$ cat config.mk
export PLATFORM = sky130hd
export DESIGN_NAME = vga_ball_ctrl
export DESIGN_NICKNAME = d
export VERILOG_FILES = /design/src/rtl/vga_ball_ctrl.sv
export SDC_FILE = /design/constraint.sdc
export NUM_CORES = 1
export LEC_CHECK = 0
export BUFFER_PORTS_ARGS = -buffer_cell sky130_fd_sc_hd__buf_2
export CAP_MARGIN = 20
export CORE_ASPECT_RATIO = 1.25
export CORE_UTILIZATION = 59
export DETAILED_ROUTE_END_ITERATION = 8
export PLACE_DENSITY = 0.9
export REMOVE_ABC_BUFFERS = 1
export SETUP_SLACK_MARGIN = 0.3
export SLEW_MARGIN = 20
export SYNTH_ARGS = -nofsm -noshare
export SYNTH_HDL_FRONTEND = slang
export SYNTH_SLANG_ARGS = --single-unit
$ cat constraint.sdc
create_clock -name clk -period 2.8 [get_ports clk]
set_input_delay 0 -clock clk [delete_from_list [all_inputs] [get_ports clk]]
set_output_delay 0 -clock clk [all_outputs]
set_load 0.005 [all_outputs]
$ cat src/rtl/vga_ball_ctrl.sv
// ============================================================================
// Module   : vga_ball_ctrl
// Purpose  : Bouncing-ball position/colour controller for a VGA overlay.
//            One position update per frame, started by the vys rising edge.
// Revision : 1.0 - initial release
// ============================================================================
`default_nettype none

module vga_ball_ctrl #(
    parameter int H_ACT  = 640,
    parameter int V_ACT  = 480,
    parameter int RADIUS = 50,
    parameter int STEP   = 2
) (
    input  logic        clk,
    input  logic        rst,
    input  logic        vys,
    input  logic        pause,
    output logic [9:0]  cx,
    output logic [9:0]  cy,
    output logic [15:0] ball_rgb,
    output logic        frame_tick
);

    // 11-bit bounds so centre + STEP can never wrap
    localparam logic [10:0] c_x_hi   = 11'(H_ACT - 1 - RADIUS);
    localparam logic [10:0] c_y_hi   = 11'(V_ACT - 1 - RADIUS);
    localparam logic [10:0] c_lo     = 11'(RADIUS);
    localparam logic [10:0] c_lo_thr = 11'(RADIUS + STEP);
    localparam logic [10:0] c_step   = 11'(STEP);
    localparam logic [9:0]  c_cx_rst = 10'(H_ACT / 2);
    localparam logic [9:0]  c_cy_rst = 10'(V_ACT / 2);

    typedef enum logic [1:0] {
        IDLE   = 2'd0,
        CALC_X = 2'd1,
        CALC_Y = 2'd2,
        COMMIT = 2'd3
    } state_t;

    state_t      r_state;
    state_t      w_next_state;
    logic        r_vys_d;
    logic        w_frame_edge;
    logic [9:0]  r_cx;
    logic [9:0]  r_cy;
    logic        r_dir_x;
    logic        r_dir_y;
    logic [9:0]  r_nx;
    logic [9:0]  r_ny;
    logic        r_ndir_x;
    logic        r_ndir_y;
    logic        r_hit_x;
    logic        r_hit_y;
    logic [1:0]  r_idx;
    logic [1:0]  w_idx_inc;
    logic [15:0] r_rgb;

    // Next position along one axis: returns {hit, new_dir, new_pos}
    function automatic logic [11:0] axis_next(input logic [9:0]  pos,
                                              input logic        dir,
                                              input logic [10:0] hi);
        logic [10:0] p;
        logic [10:0] sum;
        logic [10:0] diff;
        p    = {1'b0, pos};
        sum  = p + c_step;
        diff = p - c_step;
        if (dir) begin
            if (sum > hi) axis_next = {1'b1, 1'b0, hi[9:0]};
            else          axis_next = {1'b0, 1'b1, sum[9:0]};
        end else begin
            if (p < c_lo_thr) axis_next = {1'b1, 1'b1, c_lo[9:0]};
            else              axis_next = {1'b0, 1'b0, diff[9:0]};
        end
    endfunction

    function automatic logic [15:0] palette(input logic [1:0] idx);
        case (idx)
            2'd0:    palette = 16'hF800;
            2'd1:    palette = 16'h07E0;
            2'd2:    palette = 16'h001F;
            default: palette = 16'hFFE0;
        endcase
    endfunction

    assign w_frame_edge = vys & ~r_vys_d;
    assign w_idx_inc    = r_idx + 2'd1;

    // vys delay register for rising-edge detection
    always_ff @(posedge clk or negedge rst) begin
        if (!rst) r_vys_d <= 1'b0;
        else      r_vys_d <= vys;
    end

    // FSM state register
    always_ff @(posedge clk or negedge rst) begin
        if (!rst) r_state <= IDLE;
        else      r_state <= w_next_state;
    end

    // FSM next-state and commit strobe; edges outside IDLE are ignored
    always_comb begin
        w_next_state = r_state;
        frame_tick   = 1'b0;
        case (r_state)
            IDLE:    if (w_frame_edge) w_next_state = CALC_X;
            CALC_X:  w_next_state = CALC_Y;
            CALC_Y:  w_next_state = COMMIT;
            COMMIT: begin
                w_next_state = IDLE;
                frame_tick   = 1'b1;
            end
            default: w_next_state = IDLE;
        endcase
    end

    // Per-axis computation followed by a single atomic commit
    always_ff @(posedge clk or negedge rst) begin
        if (!rst) begin
            r_cx     <= c_cx_rst;
            r_cy     <= c_cy_rst;
            r_dir_x  <= 1'b1;
            r_dir_y  <= 1'b1;
            r_nx     <= c_cx_rst;
            r_ny     <= c_cy_rst;
            r_ndir_x <= 1'b1;
            r_ndir_y <= 1'b1;
            r_hit_x  <= 1'b0;
            r_hit_y  <= 1'b0;
            r_idx    <= 2'd0;
            r_rgb    <= 16'hF800;
        end else begin
            case (r_state)
                CALC_X: {r_hit_x, r_ndir_x, r_nx} <= axis_next(r_cx, r_dir_x, c_x_hi);
                CALC_Y: {r_hit_y, r_ndir_y, r_ny} <= axis_next(r_cy, r_dir_y, c_y_hi);
                COMMIT: begin
                    if (!pause) begin
                        r_cx    <= r_nx;
                        r_cy    <= r_ny;
                        r_dir_x <= r_ndir_x;
                        r_dir_y <= r_ndir_y;
                        // A corner hit still advances the colour by one
                        if (r_hit_x | r_hit_y) begin
                            r_idx <= w_idx_inc;
                            r_rgb <= palette(w_idx_inc);
                        end
                    end
                end
                default: ;
            endcase
        end
    end

    assign cx       = r_cx;
    assign cy       = r_cy;
    assign ball_rgb = r_rgb;

endmodule

`default_nettype wire

== After elaboration in Yosys (flattened, before gate mapping) ==
Index checks and enable logic that the tools add are counted.
Operators by class
  reduce and logical (&&, ||, !) cells: 4
  equality and inequality tests: 6
  magnitude comparators: 4
  multiplexer cells: 10
  bitwise operators: 4
  add/sub/neg operators: 5
Operator list (count)
  $mux 12: 6
  $pmux 16 s3: 1
  $add 10x2->11 const B: 2
  $lt 10x6->1 const B: 2
  $sub 10x2->10 const B: 2
  $gt 11x10->1 const B: 1
  $gt 11x9->1 const B: 1
  $pmux 2 s4: 1
  $eq 2x2->1 const B: 3
  $eq 2x1->1 const B: 2
  $logic_not 2->1: 2
  $reduce_and 3->1: 1
  $add 2x1->2 const B: 1
  $mux 2: 1
  $ne 2x2->1 const B: 1
  $not 1->1: 2
  $reduce_and 2->1: 1
  $and 1x1->1: 1
  $mux 1: 1
  $or 1x1->1: 1
Storage, ports and cells
  input port bits: 4
  register bits after elaboration: 67
  output and inout bits: 37

== Longest topological paths before layout ==
Gate-level depths: netlist (run 1).
  word-level depth: 4
  depth in mapped cells: 9

== Worst setup path before layout (run 1) ==
Ideal clock, no wire load.
  path kind: register to register
  start point: register r_cy[1] (netlist: cy[1])
  end point: register r_ny[9]
  cell stages (with the launch flop): 10
  path buffers: 1
  slack: 0.578 ns
  arrival time: 2.098 ns
  cells stage by stage: dfrtp_1 -> buf_2 -> inv_1 -> ha_1 -> nor3b_1 -> or3b_1 -> nor3_1 -> xnor2_1 -> nor2_1 -> mux2_2
Between the ends
  longest elaborated chain between the ends: 4
Ends and longest elaborated chain
  start: declaration: line 46  | logic [9:0] r_cy;
  start signal: assignment: line 122  | r_cy <= c_cy_rst;
  start signal: assignment: line 140  | r_cy <= r_ny;
  $add 10x2->11: line 67  | sum = p + c_step;
  $gt 11x9->1: line 70  | if (sum > hi) axis_next = {1'b1, 1'b0, hi[9:0]};
  $mux 12: line 70
  $mux 12 (*): line 69  | if (dir) begin
  end signal: assignment: line 126  | r_ny <= c_cy_rst;
  end signal: assignment: line 136  | CALC_Y: {r_hit_y, r_ndir_y, r_ny} <= axis_next(r_cy, r_dir_y, c_y_hi);
  end: declaration: line 50  | logic [9:0] r_ny;
Every way passes the cells marked *; elsewhere a longest branch is shown, timed or not.
A chain may end at the register's enable or synchronous reset.

== Final worst setup path (run 1) ==
Ends and elaborated chain as after synthesis.

==> metrics.csv, run 1 <==
metric,value,unit
clkTransAtPathRegs,0.09,ns
finalNetCount,416,
seqCellArea,1380,µm²
port_buffers,40,
wl_met2,3.88,mm
crit_path_cell_trace,"inv_1, ha_1, nor3b_1, or3b_1, nor3_1, xnor2_1, nor2_1, mux2_2",
slew_headroom,63.2,%
synthArstFlopShare,100,%
ir_drop,0.656,mV
num_vias,2839,
synthAdderAreaFrac,5.79,%
synthMuxAreaShare,6.22,%
cts-root-buf,clkbuf_8,
fill_cells,427,
grt_pass1_wl,12.1,mm
reg2reg_depth,8,
post-route-min-period,2.32,ns
setup_viol,0,
finalPower,4.45,mW
synth-simple-area-share,16.9,%
ys_seq_area_share,39.7,%
slew_violations,0,
synth_top_family_by_area,simple AND/OR/NAND/NOR gates,
die-area,6180,µm²
wl_met3,293,µm
gp_congestion,0.951,
syn_area_per_cell,9.13,µm²
max_freq,430,MHz
period_share,83.0,%
swShare,44.5,%
ys_types,58,
num_rows,30,
r2r-start,cy[1]$_DFFE_PN0P_,
die_x,70.5,µm
critical_path.endpoint_type,register,
n_antenna_cell,0,
drive_above_1_share,25.4,%
tns,0,ns
synthFlopType,dfrtp_1,
rsz0062_at_grt,no,
hold_path.class,primary input to async pin,
antenna_left,0,
post_cts_buffers,0,
post-dp-hpwl,5.33,mm
wl_per_cell,16.0,µm
slowest_delay,0.51,ns
p_per_area,1200,nW/µm²
dp_cells,451,
required,2.99,ns
topRoutingLayerUsed,met4,
synth-seq-cells,54,
numClockSinks,54,
synth-xor-area-share,6.08,%
synth_compound_area_share,16.6,%
p_leak,1.61,nW
final_core_util,66.8,%
numCtsBuffers,5,
r2r_slack,0.48,ns
worstSetupStartpointType,register,
io_pins,41,
vias_per_cell,6.16,
grt.total_usage,24.9,%
max_cap_violations,0,
r2r-end,r_ny[9]$_DFFE_PN0P_,
cp_slowest_cell,dfrtp_2,
grt_overflow,0,
switching_power,1.98,mW
worstSetupStartpoint,cy[1]$_DFFE_PN0P_,
antenna_found_initial,0,
finalClockSkew,0.00634,ns
hold_slack,0.0741,ns
core_area,5560,µm²
synthCells,379,
cts_max_level,2,
m1WireLength,2.96,mm
multiInputGateArea,1800,µm²
grt_max_degree,47,
path_class,register to register,
drt_first_pass_iters,7,
netlist_area,3460,µm²
cts_tree,done,
ys_warn_count,0,
drc,6,
violations,DRC,
power.internal,2.47,mW
crit_fanout,13,
die_y,87.6,µm
tightest_slew,0.552,ns
grt_pass1_vias,2602,
final_cells,461,
area_growth,7.20,%
start_util,62.3,%
cts_buffer_depth,2,
wl,7.36,mm
synth-edff-count,0,
clock_power_share,10.9,%
p_comb_share,48.7,%
clock_latency,0.30,ns
p_seq_share,40.4,%
drt_iter0_drc,235,
report.final.hold_viol_count,0,
worstPathArrival,2.51,ns
status,"complete, but fails checks",
critical path: cells and delay by family, from the launching register on:
family	cells	cell delay (ns)
buf+inv	1	0.15
mux	1	0.26
fa+ha+maj	1	0.21
xor+xnor	1	0.15
simple gates	4	0.93
flops	1	0.51
cell usage after synthesis (all sizes together) (4+ instances only):
| library cell | number | area, µm² |
|---|---|---|
| nor2 | 35 | 131 |
| nand2 | 36 | 135 |
| dfrtp | 37 | 926 |
| clkbuf | 9 | 33.8 |
| xor2 | 7 | 61.3 |
| nand3 | 10 | 50.1 |
| inv | 21 | 78.8 |
| ha | 16 | 200 |
| a311oi | 6 | 52.6 |
| xnor2 | 17 | 149 |
| mux2 | 17 | 191 |
| o22ai | 6 | 37.5 |
| o21ai | 24 | 124 |
| dfstp | 17 | 447 |
| buf | 29 | 189 |
| a31oi | 6 | 37.5 |
| or3 | 5 | 31.3 |
| nand4 | 6 | 37.5 |
| a21oi | 17 | 92.6 |
| nand2b | 6 | 37.5 |
| nor3 | 9 | 50.1 |
| a21o | 4 | 30.0 |
cells by family (layout without fill, tap and decap cells):
| group | count (synthesis) | in the layout |
|---|---|---|
| compound gates | 86 | 86 |
| simple gates | 121 | 121 |
| xor+xnor | 24 | 24 |
| fa+ha+maj | 16 | 16 |
| flops | 54 | 54 |
| mux | 19 | 19 |
| buf+inv | 59 | 77 |
layer usage:
metal / global-route usage, % / vias up
met2: 45.9 / 93
met1: 28.2 / 1377
met3: 3.91 / 22
met4: 11.9 / 0
li1: - / 1347
met5: 0 / -
state kept, by name, indices dropped and copies added (netlist names):
name	count
r_ndir_y	1
r_vys_d	1
r_ndir_x	1
r_dir_y	1
r_hit_y	1
cy	10
cx	10
r_dir_x	1
r_ny	10
r_hit_x	1
r_state	2
r_nx	10
ball_rgb	3
r_idx	2
layout by cell type, fill, tap and decap left out, drive strengths merged, types with 7 or more instances in the layout:
cell    netlist  final
inv          21     21
nand2        36     36
mux2         17     17
dfstp        17     17
ha           16     16
clkbuf        9      8
nand3        10     10
buf          29     46
o21ai        24     24
a21oi        17     17
nor2         35     35
xor2          7      7
xnor2        17     17
dfrtp        37     37
nor3          9      9
power by group through the flow:
| stage | Sequential [mW] | Combinational (mW) | Clock (mW) |
|---|---|---|---|
| floorplan | 1.69 | 1.46 | 0 |
| global placement | 1.76 | 2.06 | 0 |
| detailed placement | 1.80 | 2.13 | 0 |
| CTS | 1.78 | 2.16 | 0.499 |
| global route | 1.87 | 2.42 | 0.532 |
| finish | 1.80 | 2.17 | 0.483 |
timing repair:
action	in CTS	in global routing
resized for setup	0	4
hold buffers	2	0
hold endpoints to repair	9	0
setup endpoints to repair	0	6
stage by stage:
step	area, µm²	setup slack (ns)
after floorplan	3240	0.290
after global placement	3560	0.411
after detailed placement	3560	0.328
after CTS	3690	0.323
after global routing	3710	0.323
final	3710	0.476
area by class of cell:
type	count	area share [%]
multi-input cells	266	48.5
flip-flops and latches	54	37.1
well taps	64	2.16
inverters	21	2.13
repair buffers	48	7.15
clock buffers	8	2.97
how the worst max path moves through the flow:
stage	to	slack [ns]	cells after the start
2_1_floorplan	ball_rgb[4]$_DFFE_PN0P_	0.29	4
3_3_place_gp	r_ny[3]$_DFFE_PN0P_	0.41	7
3_5_place_dp	r_ny[3]$_DFFE_PN0P_	0.33	7
4_1_cts	r_ny[3]$_DFFE_PN0P_	0.32	7
5_1_grt	r_ny[9]$_DFFE_PN0P_	0.32	8
6_report	r_ny[9]$_DFFE_PN0P_	0.48	8
Note: power is estimated with default switching activity, not from simulation.
==> run 2, diff against run 1 <==
==> constraint.sdc (replaced) <==
create_clock -name clk -period 2.2 [get_ports clk]
set_input_delay 0 -clock clk [delete_from_list [all_inputs] [get_ports clk]]
set_output_delay 0 -clock clk [all_outputs]
set_load 0.005 [all_outputs]
==> run 2 against run 1 <==
The run still ends with DRC left. Wire length up 35%. Critical endpoint is now r_ny[3]$_DFFE_PN0P_. Register-to-register slack worse by 0.42 ns. Global-route usage up 4.7 points. Combinational power up 100%. Core utilization up 13 points. Maximum frequency up 8.4%. Largest power group unchanged. Clock skew about the same. Final area up 20%. First-iteration DRC count up 36%.
==> metrics.csv, run 2 (synthesis gave the netlist of run 1 again) <==
metric,value,unit,change
required,2.40,ns,was 2.99 ns
slew_violations,0,,unchanged
finalNetCount,462,,was 416
grt.total_usage,29.5,%,was 24.9%
clkTransAtPathRegs,0.10,ns,was 0.09 ns
clock_power_share,9.5,%,was 10.9%
antenna_left,0,,unchanged
cts_buffer_depth,2,,unchanged
min-delay-start,pause,,
wl_per_cell,19.6,µm,was 16.0 µm
p_comb_share,60.9,%,was 48.7%
setup_viol,0,,unchanged
drt_iter0_drc,319,,was 235
antenna_found_initial,0,,unchanged
area_growth,28.4,%,was 7.20%
post-dp-hpwl,5.59,mm,was 5.33 mm
num_rows,30,,unchanged
fin_ws,0.0568,ns,was 0.476 ns
placed_area,3730,µm²,was 3560 µm²
fill_cells,312,,was 427
core_area,5560,µm²,unchanged
max_cap_violations,0,,unchanged
path_class,register to register,,unchanged
multiInputGateArea,2150,µm²,was 1800 µm²
p_seq_share,29.6,%,was 40.4%
seqCellArea,1380,µm²,about the same
power.internal,3.93,mW,was 2.47 mW
crit_fanout,4,,was 13
whs_path_depth,5,,
grt_pass1_vias,2984,,was 2602
reg2reg_depth,8,,unchanged
grtUsageMet3,4.83,%,was 3.91%
critical_path.endpoint_type,register,,unchanged
p_leak,1.88,nW,was 1.61 nW
final_core_util,80.0,%,was 66.8%
tightest_slew,0.667,ns,was 0.552 ns
drt_first_pass_iters,7,,unchanged
hold_path.class,primary input to register,,was primary input to async pin
grt_max_degree,55,,was 47
r2r-start,cy[1]$_DFFE_PN0P_,,unchanged
port_buffers,40,,unchanged
clock_latency,0.32,ns,was 0.30 ns
gp_congestion,1.00,,was 0.951
postLayoutCellArea,4440,µm²,was 3710 µm²
dp_cells,473,,was 451
die-area,6180,µm²,unchanged
finalClockSkew,0.00625,ns,was 0.00634 ns
drc,6,,unchanged
period_share,97.4,%,was 83.0%
num_vias,3220,,was 2839
final_cell_mix,"buf_4 (44), buf_2 (40), nand2_1 (33)",,"was buf_2 (40), nand2_1 (36), nor2_1 (35), dfrtp_1 (35), o21ai_0 (22)"
die_y,87.6,µm,unchanged
io_pins,41,,unchanged
rsz0062_at_grt,yes,,was no
gr-usage-met1,34.0,%,was 28.2%
final_common_cell,buf_4,,was buf_2
r2r_slack,0.06,ns,was 0.48 ns
worstSetupStartpoint,cy[1]$_DFFE_PN0P_,,unchanged
p_per_area,1620,nW/µm²,was 1200 nW/µm²
n_antenna_cell,0,,unchanged
worstPathArrival,2.34,ns,was 2.51 ns
r2r-end,r_ny[3]$_DFFE_PN0P_,,was r_ny[9]$_DFFE_PN0P_
ir_drop,0.949,mV,was 0.656 mV
status,"complete, but fails checks",,unchanged
numCtsBuffers,5,,unchanged
start_util,62.3,%,unchanged
post-route-min-period,2.14,ns,was 2.32 ns
min_to,ball_rgb[14]$_DFFE_PN1P_,,
max_freq,467,MHz,was 430 MHz
numClockSinks,54,,unchanged
wl,9.92,mm,was 7.36 mm
vias_per_cell,6.35,,was 6.16
violations,DRC,,unchanged
report.final.hold_viol_count,0,,unchanged
cts-root-buf,clkbuf_8,,unchanged
gr-max-usage-layer,met2,,unchanged
finalPower,7.20,mW,was 4.45 mW
cts_tree,done,,unchanged
grt_use_met2,54.1,%,was 45.9%
tns,0,ns,unchanged
switching_power,3.27,mW,was 1.98 mW
dp_slack,-0.0637,ns,was 0.328 ns
grt_overflow,0,,unchanged
cts_max_level,2,,unchanged
swShare,45.5,%,was 44.5%
final_cells,507,,was 461
drive_above_1_share,46.0,%,was 25.4%
worstSetupStartpointType,register,,unchanged
die_x,70.5,µm,unchanged
hold_slack,0.171,ns,was 0.0741 ns
slew_headroom,55.5,%,was 63.2%
grt_pass1_wl,14.1,mm,was 12.1 mm
[run 2: changes by cell type in the layout (fill, tap and decap cells not counted), moves of 4 or more]
cell,previous run,this run
a21oi_1,15,10
a311oi_1,6,0
a311oi_2,0,6
a31oi_1,6,2
buf_4,6,44
buf_6,0,8
dfrtp_1,35,30
dfrtp_2,2,7
ha_1,15,10
ha_4,0,6
inv_1,20,16
inv_2,1,5
nor3_1,8,4
[run 2: worst max-delay path: stages (launching register included)]
cell and delay (ns):
dfrtp_2 0.46, buf_6 0.15, ha_4 0.16, a21oi_4 0.20, nor3b_4 0.08, a221oi_4 0.33
nand3_2 0.21, a311oi_2 0.31, o32ai_1 0.12
[run 2: power groups by stage]
stage	Clock [mW]	Sequential [mW]	Combinational (mW)
after floorplan	0	2.15	1.86
after global placement	0	2.03	3.07
after detailed placement	0	2.06	3.19
after CTS	0.671	2.07	3.49
after global routing	0.719	2.18	4.70
final	0.683	2.13	4.38
[run 2: worst max path at each step]
stage / to / cells after the start
after global routing: r_ny[8]$_DFFE_PN0P_ / 7
after detailed placement: r_ny[3]$_DFFE_PN0P_ / 7
after global placement: r_ny[3]$_DFFE_PN0P_ / 7
final: r_ny[3]$_DFFE_PN0P_ / 8
after floorplan: ball_rgb[4]$_DFFE_PN0P_ / 4
after CTS: r_ny[3]$_DFFE_PN0P_ / 7
[run 2: layout make-up]
cell class                 instances  area share, %
multi-input combinational        266           48.5
sequential                        54           31.1
timing repair buffer              94           14.4
tap                               64           1.80
inverter                          21           1.77
clock buffer                       7           1.72
clock inverter                     1          0.676
[run 2: per-layer routing]
layer	vias to the layer above	routed length (µm)	part of all wire [%]
li1	1431	-	-
met1	1557	3650	37
met2	178	5280	53
met3	54	513	5.2
met4	0	478	4.8
met5	-	0	0
[run 2: what timing repair did]
item,4_1_cts,5_1_grt
endpoints found under the setup margin,23,24
gates resized for setup,30,60
hold endpoints to repair,38,0
pin swaps,26,32
hold buffers,2,0
setup buffers,9,15
